File: config.mk
export PLATFORM = sky130hd
export DESIGN_NAME = fridge_status_reader
export DESIGN_NICKNAME = d
export VERILOG_FILES = /design/src/rtl/fridge_pkg.sv /design/src/rtl/fridge_frame_tx.sv /design/src/rtl/fridge_status_reader.sv
export SDC_FILE = /design/constraint.sdc
export NUM_CORES = 1
export LEC_CHECK = 0
export ABC_AREA = 1
export CORE_MARGIN = 2
export CORE_UTILIZATION = 47
export CTS_CLUSTER_SIZE = 30
export DETAILED_ROUTE_END_ITERATION = 8
export HOLD_SLACK_MARGIN = 0.03
export PLACE_DENSITY = 0.71
export SLEW_MARGIN = 40
export SYNTH_ARGS = -nofsm -noshare
export SYNTH_HDL_FRONTEND = slang
export SYNTH_HIERARCHICAL = 1
export SYNTH_SLANG_ARGS = --single-unit
File: constraint.sdc
create_clock -name clk -period 2 [get_ports clk]
set_input_delay 0.4 -clock clk [delete_from_list [all_inputs] [get_ports clk]]
set_output_delay 0.4 -clock clk [all_outputs]
set_load 0.02 [all_outputs]
File: src/rtl/fridge_pkg.sv
// Shared definitions for the fridge/freezer setpoint store and its readers.
package fridge_pkg;

   // Channel selectors, shared with the setpoint writer
   localparam logic [1:0] CH_FG_TEMP = 2'd0;
   localparam logic [1:0] CH_FR_TEMP = 2'd1;
   localparam logic [1:0] CH_FG_CAP  = 2'd2;
   localparam logic [1:0] CH_FR_CAP  = 2'd3;

   localparam int VAL_W      = 5;
   localparam int DATA_W     = 8;
   localparam int FRAME_BITS = 10;

   // Frame serialiser states
   typedef enum logic [1:0] {
      TX_IDLE,
      TX_START,
      TX_DATA,
      TX_STOP
   } tx_state_e;

   // One atomic copy of everything the reader reports
   typedef struct packed {
      logic [VAL_W-1:0] fgt;
      logic [VAL_W-1:0] frt;
      logic [VAL_W-1:0] fgc;
      logic [VAL_W-1:0] frc;
      logic             fgp;
      logic             frp;
   } snap_t;

   // Data byte for one channel: {ch, power flag, value}.
   // ch[1] selects capacity, ch[0] selects the freezer side.
   function automatic logic [DATA_W-1:0] mk_word(input logic [1:0] ch, input snap_t s);
      logic [VAL_W-1:0] v;
      logic             p;
      case (ch)
         CH_FG_TEMP: v = s.fgt;
         CH_FR_TEMP: v = s.frt;
         CH_FG_CAP:  v = s.fgc;
         default:    v = s.frc;
      endcase
      p = ch[0] ? s.frp : s.fgp;
      return {ch, p, v};
   endfunction

endpackage

File: src/rtl/fridge_frame_tx.sv
// Serialises one 8-bit word as a start/8 data LSB-first/stop frame.
// A load pulse wins over everything, so a follow-on frame can start in the
// cycle right after frame_done with no idle bit between frames.
module fridge_frame_tx
   import fridge_pkg::*;
#(
   parameter int CLKS_PER_BIT = 16
) (
   input  logic              clk,
   input  logic              rst,
   input  logic              load,
   input  logic [DATA_W-1:0] data,
   output logic              tx,
   output logic              frame_done
);

   localparam int CNT_W = (CLKS_PER_BIT > 2) ? $clog2(CLKS_PER_BIT) : 1;
   localparam logic [CNT_W-1:0] CNT_MAX = CNT_W'(CLKS_PER_BIT - 1);

   tx_state_e               state_q, state_d;
   logic [CNT_W-1:0]        cnt_q, cnt_d;
   logic [3:0]              bit_q, bit_d;
   logic [FRAME_BITS-1:0]   sr_q, sr_d;
   logic                    last;

   // The line is the shift register LSB; all-ones means idle high
   assign tx         = sr_q[0];
   assign last       = (cnt_q == CNT_MAX);
   assign frame_done = (state_q == TX_STOP) && last;

   // Next-state: bit timer, bit index and shifter advance on terminal count
   always_comb begin
      state_d = state_q;
      cnt_d   = cnt_q;
      bit_d   = bit_q;
      sr_d    = sr_q;
      if (load) begin
         state_d = TX_START;
         cnt_d   = '0;
         bit_d   = '0;
         sr_d    = {1'b1, data, 1'b0};
      end else if (state_q != TX_IDLE) begin
         if (!last) begin
            cnt_d = cnt_q + CNT_W'(1);
         end else begin
            cnt_d = '0;
            sr_d  = {1'b1, sr_q[FRAME_BITS-1:1]};
            case (state_q)
               TX_START: begin
                  state_d = TX_DATA;
                  bit_d   = bit_q + 4'd1;
               end
               TX_DATA: begin
                  bit_d = bit_q + 4'd1;
                  if (bit_q == 4'd8) state_d = TX_STOP;
               end
               TX_STOP: begin
                  state_d = TX_IDLE;
                  bit_d   = '0;
               end
               default: state_d = TX_IDLE;
            endcase
         end
      end
   end

   // State registers; reset returns the line high at once
   always_ff @(posedge clk or posedge rst) begin
      if (rst) begin
         state_q <= TX_IDLE;
         cnt_q   <= '0;
         bit_q   <= '0;
         sr_q    <= '1;
      end else begin
         state_q <= state_d;
         cnt_q   <= cnt_d;
         bit_q   <= bit_d;
         sr_q    <= sr_d;
      end
   end

endmodule

File: src/rtl/fridge_status_reader.sv
// Snapshots the setpoint store and streams one or all four channels as
// framed serial words. The first word is built straight from the live
// inputs so its start bit can leave in the cycle after the accept.
module fridge_status_reader
   import fridge_pkg::*;
#(
   parameter int CLKS_PER_BIT = 16
) (
   input  logic       clk,
   input  logic       rst,
   input  logic [4:0] fgt,
   input  logic [4:0] frt,
   input  logic [4:0] fgc,
   input  logic [4:0] frc,
   input  logic       fgp,
   input  logic       frp,
   input  logic       rd_req,
   input  logic       rd_all,
   input  logic [1:0] rd_sel,
   output logic       tx,
   output logic       busy,
   output logic       done
);

   snap_t             snap_q, snap_d, live;
   logic              all_q, all_d;
   logic [1:0]        ch_q, ch_d;
   logic              busy_q, busy_d;
   logic              done_q, done_d;
   logic              load;
   logic [DATA_W-1:0] word;
   logic              frame_done;

   assign live = {fgt, frt, fgc, frc, fgp, frp};
   assign busy = busy_q;
   assign done = done_q;

   // Accept in idle, then step through channels until the last frame ends
   always_comb begin
      snap_d = snap_q;
      all_d  = all_q;
      ch_d   = ch_q;
      busy_d = busy_q;
      done_d = 1'b0;
      load   = 1'b0;
      word   = '0;
      if (!busy_q && rd_req) begin
         snap_d = live;
         all_d  = rd_all;
         ch_d   = rd_all ? CH_FG_TEMP : rd_sel;
         busy_d = 1'b1;
         load   = 1'b1;
         word   = mk_word(rd_all ? CH_FG_TEMP : rd_sel, live);
      end else if (busy_q && frame_done) begin
         if (all_q && (ch_q != CH_FR_CAP)) begin
            ch_d = ch_q + 2'd1;
            load = 1'b1;
            word = mk_word(ch_q + 2'd1, snap_q);
         end else begin
            busy_d = 1'b0;
            done_d = 1'b1;
         end
      end
   end

   // Snapshot, sequencing and status registers
   always_ff @(posedge clk or posedge rst) begin
      if (rst) begin
         snap_q <= '0;
         all_q  <= 1'b0;
         ch_q   <= '0;
         busy_q <= 1'b0;
         done_q <= 1'b0;
      end else begin
         snap_q <= snap_d;
         all_q  <= all_d;
         ch_q   <= ch_d;
         busy_q <= busy_d;
         done_q <= done_d;
      end
   end

   fridge_frame_tx #(
      .CLKS_PER_BIT (CLKS_PER_BIT)
   ) u_frame_tx (
      .clk        (clk),
      .rst        (rst),
      .load       (load),
      .data       (word),
      .tx         (tx),
      .frame_done (frame_done)
   );

endmodule
==> summary.txt, run 1 <==
Outcome
  – Status: finished clean

Flow run
  – Max Cap Viol: 0

Timing
  – RSZ-0062 raised after global routing: no
  – Setup TNS: 0 ns
  – Worst Tran Pin Value: 0.3774 ns
  – Tcrit/Tclk final: slightly above 90%
  – Setup violators final: 0
  – Fin worst setup slack: between 0.15 and 0.2 ns
  – Worst slew margin: 74.84%
  – Final hold vios: 0
  – Worst Skew: between 0.015 and 0.02 ns
  – Fin crit period: approximately 1.8 ns
  – F_max: ~540 MHz
  – Final slew viol count: 0

Power and ir drop
  – Leak: between 1.5 and 2 nW
  – Maximum vdd drop: approximately 370 uV
  – Pwr Total: 1.651 mW
  – PwrDens: between 500 and 600 mW/mm2

Place
  – Dpl hpwl: ~4.4 mm
  – Placer Congestion: approximately 0.86
  – Input/output buffers: 30
  – Placed insts: around 460
  – Cell Area, Placed: approximately 0.0031 mm2
  – Post-place setup slack: slightly above 0.06 ns

Layout
  – Share of cells above drive strength 1: 16.62%
  – Area Growth Syn to Fin: 19.76%
  – Fin nets: 429
  – Final Non-Filler Cells: around 460
  – Fill cell count: ~520
  – Antenna cells: 0
  – Multi-input logic area: roughly 0.0013 mm2
  – Flip-flop and latch area: 0.001162 mm2
  – Final instance area: between 0.003 and 0.004 mm2

Critical path
  – Crit path capture type: flip-flop
  – Worst reg2reg path depth: 12
  – RR Startpoint: u_frame_tx/state_q[0]
  – Worst stage delay on the critical path: between 0.3 and 0.4 ns
  – Required @ worst endpoint: between 2 and 2.5 ns
  – Crit path launch type: flip-flop
  – Largest fanout on the critical path: 8
  – Crit path buffers/inverters: 3
  – Cell Chain, Critical Path: ha_2, inv_1, nor2_1, nand2_2, nor2_4, inv_2, nand2_4, nor2_2, inv_4, nand3_4, nand2_1, o21ai_1
  – Setup crit end: u_frame_tx/bit_q[0]
  – CP arrival: ~2.0 ns
  – Crit Path Category: reg2reg
  – FF-to-FF setup slack: 0.15 ns
  – Crit path from: u_frame_tx/state_q[0]
  – Crit path max-delay family: simple AND/OR/NAND/NOR gates
  – Critical Path Slowest Stage Cell: dfrtp_1
  – Stages on the worst setup path: 12
  – RR Endpoint: u_frame_tx/bit_q[0]

Synth
  – Flops & latches, synth: between 40 and 50
  – Synth Area per Inst: 7.698 um2
  – Netlist Area Pre-Place: 0.002679 mm2
  – Syn nets: ~390
  – Seq/Total Area, Yosys: 43.39%
  – Syn Inst Count: between 300 and 400
  – Yosys cell types: 34
  – YS warnings: 6

Global routing
  – Pin count of the biggest net entering global routing: 40
  – Initial antenna violation count: 0
  – Vias in the first global route: 2275
  – Gr usage total: 20.44%
  – GRT Residual Overflow: 0
  – First-pass GRT wire length: about 10 mm

Routing
  – Final WL: around 5.9 mm
  – DR DRC count: 0
  – Via/cell ratio: between 5 and 6
  – Initial DRC count: 164
  – TritonRoute pass-1 iters: 4
  – Avg WL per Cell: between 10 and 15 um
  – DR vias: ~2300
  – Final ANT Viol Nets: 0

CTS
  – Clock Pin Slew Worst Setup and Hold Paths: approximately 0.09 ns
  – Total CTS buffers: 5
  – H-tree levels: 2
  – CTS resizes: 0
  – Clk Latency, worst-skew pair: 0.30 ns
  – Hold-fix buffers, CTS: 0
  – TritonCTS clock tree: built
  – Clock sink total: 46
  – Post-CTS setup buffers: 0
  – CTS Root Cell: clkbuf_8
  – Longest Clk Path Bufs: 2

Floorplan
  – Initial core utilization: a little under 50%
  – IO Count: 31
  – Die Height: 79.50 um
  – Die width: a little under 80 um
  – Row Count: 27
  – Die ar.: about 0.0063 mm2
  – Core box area: about 0.0055 mm2

Hold path
  – Hold Path Class: in2async
==> per-layer routing <==
metal	up-vias	global-route usage, %	part of all wire (%)
li1	1197	-	-
met1	1083	27.53	48
met2	55	32.61	47
met3	5	4.186	3.9
met4	0	7.241	0.90
met5	-	0	0
==> cells in the mapped netlist <==
cell	number	area [um2]
nand3_1	25	125.1
o21ai_0	1	5.000
o21ai_2	8	70.07
xnor2_1	1	8.760
a21oi_1	12	60.06
nand2_2	5	31.28
dfstp_2	9	236.5
nand3_4	1	17.52
nand2_4	1	11.26
nand3_2	1	10.01
nor3_1	1	5.000
ha_1	11	137.6
nand2_1	114	427.9
or2_1	4	25.02
o21bai_1	1	7.510
and3_1	1	6.260
a21oi_2	1	8.760
dfrtp_1	37	925.9
nor2_1	21	78.83
or2_2	1	6.260
o211ai_1	1	7.510
buf_2	6	30.03
o21ai_1	25	125.1
buf_12	1	20.02
o21a_1	1	7.510
inv_4	1	6.260
nor2_2	4	25.02
inv_1	31	116.4
inv_2	9	33.78
nand2_8	1	20.02
nor2_4	1	11.26
or2_0	2	12.51
nand4_1	7	43.79
buf_4	2	15.01
==> state kept, by name (all words and copies together) (netlist names) <==
register and cells:
snap_q 22, u_frame_tx/cnt_q 4, ch_q 2, u_frame_tx/sr_q 9
u_frame_tx/bit_q 4, busy 1, all_q 1, done 1
u_frame_tx/state_q 2
==> cells by family after synthesis <==
family          share of synthesized area (%)
buf+inv                                 8.267
xor+xnor                               0.3270
fa+ha+maj                               5.138
simple gates                            31.99
compound gates                          10.88
flops                                   43.39
==> worst min-delay path, stage by stage <==
cell and delay (ns):
clkdlybuf4s50_1 0.41, inv_1 0.06, buf_4 0.26
==> final cells by class <==
class,instances,share of cell area (%)
multi-input combinational,252,40.83
sequential,46,36.23
timing repair buffer,44,12.64
inverter,41,4.875
tap,72,2.808
clock buffer,7,2.379
clock inverter,1,0.2340
==> worst min path at each step <==
stage                           to  slack [ns]
4_1_cts        u_frame_tx/cnt_q[2]        0.44
3_5_place_dp             snap_q[9]        0.47
3_3_place_gp    u_frame_tx/sr_q[1]        0.46
6_report       u_frame_tx/cnt_q[0]        0.44
5_1_grt        u_frame_tx/bit_q[2]        0.46
2_1_floorplan  u_frame_tx/bit_q[0]        0.34
==> report_power, final <==
group | switching, mW | internal [mW] | leakage (nW)
clock | 0.314 | 0.248 | 0.0385
sequential | 0.00734 | 0.943 | 0.566
combinational | 0.0714 | 0.0675 | 1.00
total | 0.392 | 1.26 | 1.61
==> cell usage in the layout, fill, tap and decap left out, types with 2 or more instances in the layout <==
| master | n |
|---|---|
| nand2_1 | 113 |
| dfrtp_1 | 37 |
| inv_1 | 31 |
| clkdlybuf4s50_1 | 30 |
| o21ai_1 | 25 |
| nand3_1 | 25 |
| nor2_1 | 21 |
| buf_4 | 14 |
| a21oi_1 | 12 |
| ha_1 | 10 |
| inv_2 | 9 |
| dfstp_2 | 9 |
| o21ai_2 | 8 |
| nand4_1 | 7 |
| nand2_2 | 5 |
| clkbuf_8 | 5 |
| or2_1 | 4 |
| nor2_2 | 3 |
| nor2_4 | 2 |
| nand2_4 | 2 |
| clkbuf_1 | 2 |
| or2_0 | 2 |
==> per-stage QoR <==
stage | util, % | hold WS, ns
final | 58.26 | 0.4359
after global routing | 58.26 | 0.4569
after CTS | 57.99 | 0.4370
after detailed placement | 56.46 | 0.4666
after global placement | 56.46 | 0.4648
after floorplan | - | 0.3445
No activity file was read; power rests on OpenSTA's default activity.
==> run 2, diff against run 1 <==
--- a/config.mk
+++ b/config.mk
@@ -6,8 +6,9 @@
 export NUM_CORES = 1
 export LEC_CHECK = 0
 export ABC_AREA = 1
-export CORE_MARGIN = 2
+export CORE_MARGIN = 8
 export CORE_UTILIZATION = 47
+export CTS_BUF_LIST = sky130_fd_sc_hd__clkbuf_4
 export CTS_CLUSTER_SIZE = 30
 export DETAILED_ROUTE_END_ITERATION = 8
 export HOLD_SLACK_MARGIN = 0.03
==> constraint.sdc (replaced) <==
create_clock -name clk -period 2 [get_ports clk]
set_input_delay 0.4 -clock clk [delete_from_list [all_inputs] [get_ports clk]]
set_output_delay 0.4 -clock clk [all_outputs]
set_load 0.01 [all_outputs]
==> summary.txt, run 2 (same netlist as run 1, synthesis figures left out) <==
Power and ir drop
  – Int Pwr: ~1.1 mW
  – Leak: about 1.6 nW
  – PwrDens: between 400 and 500 mW/mm2
  – Clk network pwr share: ~30%
  – NetSw: roughly 0.4 mW
  – Pwr Total: ~1.5 mW
  – Reg power frac: 61.5%
  – Maximum vdd drop: ~280 uV
  – Switching part of the total: between 20% and 30%
  – Comb power frac: around 9%

Timing
  – Setup TNS: 0 ns
  – RSZ-0062 raised after global routing: no
  – F_max: about 530 MHz
  – Final slew viol count: 0
  – Worst slew margin: between 70% and 80%
  – Setup violators final: 0
  – Tcrit/Tclk final: just over 90%
  – Fin worst setup slack: about 0.13 ns
  – Fin crit period: roughly 1.9 ns
  – Hold WS: 0.3633 ns
  – Worst Tran Pin Value: ~0.39 ns
  – Worst Skew: around 0.021 ns
  – Final hold vios: 0

Floorplan
  – IO Count: 31
  – Initial core utilization: roughly 49%
  – Core box area: 0.005507 mm2
  – Die ar.: between 0.008 and 0.009 mm2
  – Die width: between 90 and 100 um
  – Die Height: around 91 um
  – Row Count: 27

Place
  – Placed insts: ~450
  – Input/output buffers: 30
  – Cell Area, Placed: slightly above 0.003 mm2
  – Post-place setup slack: ~0.066 ns
  – Dpl hpwl: 4.585 mm
  – Placer Congestion: between 0.8 and 0.9

Layout
  – Fin util: a little under three fifths
  – Final Non-Filler Cells: around 460
  – Antenna cells: 0
  – Multi-input logic area: approximately 0.0013 mm2
  – Area Growth Syn to Fin: 18.17%
  – Final instance area: between 0.003 and 0.004 mm2
  – Leading cell type in the layout, fill and taps excluded: nand2_1
  – Highest-count cells in the layout ignoring fill and taps: nand2_1 (113), dfrtp_1 (37), inv_1 (31)
  – Fill cell count: 517
  – Largest register FFs: 22
  – Share of cells above drive strength 1: 16.92%
  – Top reg by flops: snap_q
  – Fin nets: 428
  – Flip-flop and latch area: around 0.0012 mm2
  – Largest regs: snap_q (22), u_frame_tx/sr_q (9)

Global routing
  – GRT Residual Overflow: 0
  – Pin count of the biggest net entering global routing: 40
  – Gr usage total: between 10% and 20%
  – Vias in the first global route: about 2300
  – Initial antenna violation count: 0
  – First-pass GRT wire length: between 10 and 15 mm

Routing
  – Final WL: between 5 and 6 mm
  – Avg WL per Cell: roughly 13 um
  – DR vias: between 2000 and 2500
  – Via/cell ratio: 5.074
  – DR DRC count: 0
  – Final ANT Viol Nets: 0
  – TritonRoute pass-1 iters: 5
  – Initial DRC count: 155

Critical path
  – Crit Path Category: reg2reg
  – Critical Path Slowest Stage Cell: dfrtp_1
  – Largest fanout on the critical path: 12
  – CP arrival: around 2.2 ns
  – Crit path launch type: flip-flop
  – Required @ worst endpoint: ~2.3 ns
  – Worst stage delay on the critical path: around 0.40 ns
  – FF-to-FF setup slack: approximately 0.13 ns
  – Cell Chain, Critical Path: ha_1, nand3_2, nor2_1, nand2_2, nor2_4, inv_2, nand2_2, inv_2, buf_4, o21ai_1, o21ai_2
  – Crit path capture type: flip-flop

Outcome
  – Status: finished clean

CTS
  – Post-CTS setup buffers: 0
  – TritonCTS clock tree: built
  – Clock sink total: 46
  – H-tree levels: 2
  – Total CTS buffers: 5
  – Hold-fix buffers, CTS: 0
  – CTS Root Cell: clkbuf_4
  – Clock Pin Slew Worst Setup and Hold Paths: ~0.15 ns
  – Longest Clk Path Bufs: 2
  – Clk Latency, worst-skew pair: about 0.36 ns

Flow run
  – Max Cap Viol: 0

Hold path
  – Hold Path Class: in2async
## run 2: what timing repair did
action / in CTS / in global routing
setup endpoints to repair: 0 / 18
gates resized for setup: 0 / 2
hold endpoints to repair: 0 / 0
## run 2: final cells by class
type | instances | share of cell area, %
inverter | 41 | 4.941
tap | 72 | 2.846
timing repair buffer | 43 | 12.57
clock inverter | 3 | 0.6719
clock buffer | 5 | 1.186
multi-input combinational | 252 | 41.07
sequential | 46 | 36.72
## run 2: power by group through the flow
| stage | Sequential [mW] | Combinational, mW | Clock [mW] |
|---|---|---|---|
| after floorplan | 0.965 | 0.0582 | 0 |
| after global placement | 0.968 | 0.138 | 0 |
| after detailed placement | 0.968 | 0.140 | 0 |
| after CTS | 0.951 | 0.140 | 0.474 |
| after global routing | 0.953 | 0.156 | 0.506 |
| final | 0.952 | 0.138 | 0.457 |
## run 2: path summary, 6_finish.rpt
kind / from / end / cells after the start
max: u_frame_tx/cnt_q[1] / u_frame_tx/sr_q[1] / 11
min: rst / u_frame_tx/cnt_q[0] / 3
max reg2reg: u_frame_tx/cnt_q[1] / u_frame_tx/sr_q[1] / 11
min reg2reg: u_frame_tx/sr_q[0] / u_frame_tx/sr_q[0] / 2
max in group asynchronous: rst / snap_q[4] / 3
min in group clk: u_frame_tx/sr_q[0] / u_frame_tx/sr_q[0] / 2
## run 2: worst max-delay path: cells and delay by family (launching register included)
| family | cells | cell delay, ns |
|---|---|---|
| simple gates | 5 | 0.61 |
| flops | 1 | 0.40 |
| buf+inv | 3 | 0.29 |
| compound gates | 2 | 0.25 |
| fa+ha+maj | 1 | 0.22 |
## run 2: routing by layer
| metal | global-route usage [%] | up-vias | routed length (um) | part of all wire [%] |
|---|---|---|---|---|
| met5 | 0 | - | 0 | 0 |
| met4 | 5.048 | 0 | 38 | 0.63 |
| met3 | 3.292 | 2 | 228 | 3.8 |
| met2 | 24.49 | 52 | 2865 | 48 |
| met1 | 18.51 | 1100 | 2865 | 48 |
| li1 | - | 1190 | - | - |
==> run 3, diff against run 2 <==
--- a/config.mk
+++ b/config.mk
@@ -9,10 +9,11 @@
 export CORE_MARGIN = 8
 export CORE_UTILIZATION = 47
 export CTS_BUF_LIST = sky130_fd_sc_hd__clkbuf_4
-export CTS_CLUSTER_SIZE = 30
+export CTS_CLUSTER_SIZE = 16
 export DETAILED_ROUTE_END_ITERATION = 8
 export HOLD_SLACK_MARGIN = 0.03
-export PLACE_DENSITY = 0.71
+export PLACE_DENSITY = 0.81
+export SKIP_CTS_REPAIR_TIMING = 1
 export SLEW_MARGIN = 40
 export SYNTH_ARGS = -nofsm -noshare
 export SYNTH_HDL_FRONTEND = slang
==> summary.txt, run 3 (same netlist as run 1, synthesis figures left out) <==
Floorplan
  – IO Count: 31
  – Die width: a little over 90 um
  – Die ar.: approximately 0.0084 mm2
  – Die Height: around 91 um
  – Core box area: ~0.0055 mm2
  – Row Count: 27
  – Initial core utilization: between 40% and 50%

Power and ir drop
  – Leak: 1.597 nW
  – PwrDens: approximately 490 mW/mm2
  – Maximum vdd drop: 314.2 uV

Critical path
  – Crit path capture type: flip-flop
  – Worst stage delay on the critical path: 0.45 ns
  – Critical Path Slowest Stage Cell: dfrtp_1
  – Crit path max-delay family: simple AND/OR/NAND/NOR gates
  – Largest fanout on the critical path: 8
  – CP arrival: between 2 and 2.5 ns
  – Setup crit end: u_frame_tx/bit_q[0]
  – Crit path buffers/inverters: 2
  – Required @ worst endpoint: 2.25 ns
  – RR Startpoint: u_frame_tx/cnt_q[0]
  – Worst reg2reg path depth: 13
  – Crit path from: u_frame_tx/cnt_q[0]
  – FF-to-FF setup slack: ~0.12 ns
  – Cell Chain, Critical Path: ha_4, nand3_2, nor2_2, nand2_2, nor2_4, inv_2, nand2_4, buf_4, nor2_4, nand2_2, nand3_4, nand2_1, o21ai_1
  – Stages on the worst setup path: 13
  – RR Endpoint: u_frame_tx/bit_q[0]
  – Crit Path Category: reg2reg
  – Crit path launch type: flip-flop

Layout
  – Fin nets: 426
  – Area Growth Syn to Fin: 18.78%
  – Antenna cells: 0
  – Largest register FFs: 22
  – Fill cell count: just under 500
  – Leading cell type in the layout, fill and taps excluded: nand2_1
  – Final Non-Filler Cells: 460
  – Highest-count cells in the layout ignoring fill and taps: nand2_1 (112), dfrtp_1 (37), inv_1 (31)
  – Largest regs: snap_q (22), u_frame_tx/sr_q (9)
  – Flip-flop and latch area: 0.001162 mm2
  – Share of cells above drive strength 1: 17.01%
  – Top reg by flops: snap_q
  – Multi-input logic area: 0.001330 mm2
  – Fin util: between 50% and 60%

Hold path
  – Hold Path Class: in2async

CTS
  – Clk Latency, worst-skew pair: ~0.36 ns
  – Longest Clk Path Bufs: 2
  – TritonCTS clock tree: built
  – H-tree levels: 2
  – Clock sink total: 46
  – Clock Pin Slew Worst Setup and Hold Paths: 0.13 ns
  – Total CTS buffers: 5
  – CTS Root Cell: clkbuf_4

Timing
  – Final hold vios: 0
  – Worst Tran Pin Value: just under 0.4 ns
  – Fin crit period: ~1.9 ns
  – Tcrit/Tclk final: between 90% and 100%
  – Hold WS: 0.3376 ns
  – Final slew viol count: 0
  – Worst slew margin: roughly three quarters
  – Setup violators final: 0
  – Setup TNS: 0 ns
  – Worst Skew: ~0.009 ns
  – F_max: 533.3 MHz

Place
  – Dpl hpwl: about 4.5 mm
  – Input/output buffers: 30
  – Placed insts: approximately 450
  – Placer Congestion: slightly below 0.9

Global routing
  – GRT Residual Overflow: 0
  – Gr usage total: between 10 and 15%
  – Vias in the first global route: roughly 2300
  – Pin count of the biggest net entering global routing: 28
  – First-pass GRT wire length: approximately 10 mm
  – Initial antenna violation count: 0

Routing
  – DR DRC count: 0
  – DR vias: 2310
  – TritonRoute pass-1 iters: 4
  – Final WL: about 5.9 mm
  – Via/cell ratio: 5.022
  – Final ANT Viol Nets: 0
  – Initial DRC count: roughly 120
  – Avg WL per Cell: between 10 and 15 um

Outcome
  – Status: finished clean

Flow run
  – Max Cap Viol: 0
==> run 3: how the worst min path moves through the flow <==
stage | start | to | slack, ns | depth (start not counted)
after floorplan | rst | u_frame_tx/bit_q[0] | 0.34 | 1
after global placement | u_frame_tx/sr_q[1] | u_frame_tx/sr_q[1] | 0.46 | 2
after detailed placement | snap_q[21] | snap_q[21] | 0.47 | 2
after CTS | rst | u_frame_tx/state_q[1] | 0.34 | 2
after global routing | rst | u_frame_tx/state_q[1] | 0.39 | 2
final | rst | u_frame_tx/cnt_q[2] | 0.34 | 2
==> run 3: area by class of cell <==
| cell class | count | area share, % |
|---|---|---|
| Multi-Input combinational cell | 252 | 41.80 |
| Sequential cell | 46 | 36.53 |
| Timing Repair Buffer | 41 | 12.03 |
| Inverter | 41 | 4.915 |
| Tap cell | 72 | 2.831 |
| Clock buffer | 8 | 1.888 |
==> run 3: metal layers <==
layer / track usage (%) / up-vias / part of all wire, %
met5: 0 / - / 0
met4: 4.911 / 0 / 1.2
met3: 2.881 / 5 / 5.8
met2: 24.07 / 62 / 47
met1: 19.55 / 1059 / 46
li1: - / 1184 / -
==> run 3: metrics by stage <==
stage	worst slack [ns]	instance area [um2]	power [mW]
after floorplan	0.1514	2679	1.023
after global placement	0.1167	3079	1.104
after detailed placement	0.01386	3079	1.106
after CTS	-0.01882	3139	1.574
after global routing	-0.01164	3182	1.637
final	0.1250	3182	1.560
==> run 3: power breakdown <==
part | internal (mW) | switching (mW)
registers | 0.944 | 0.00787
logic | 0.0675 | 0.0707
clock network | 0.181 | 0.289
total | 1.19 | 0.367
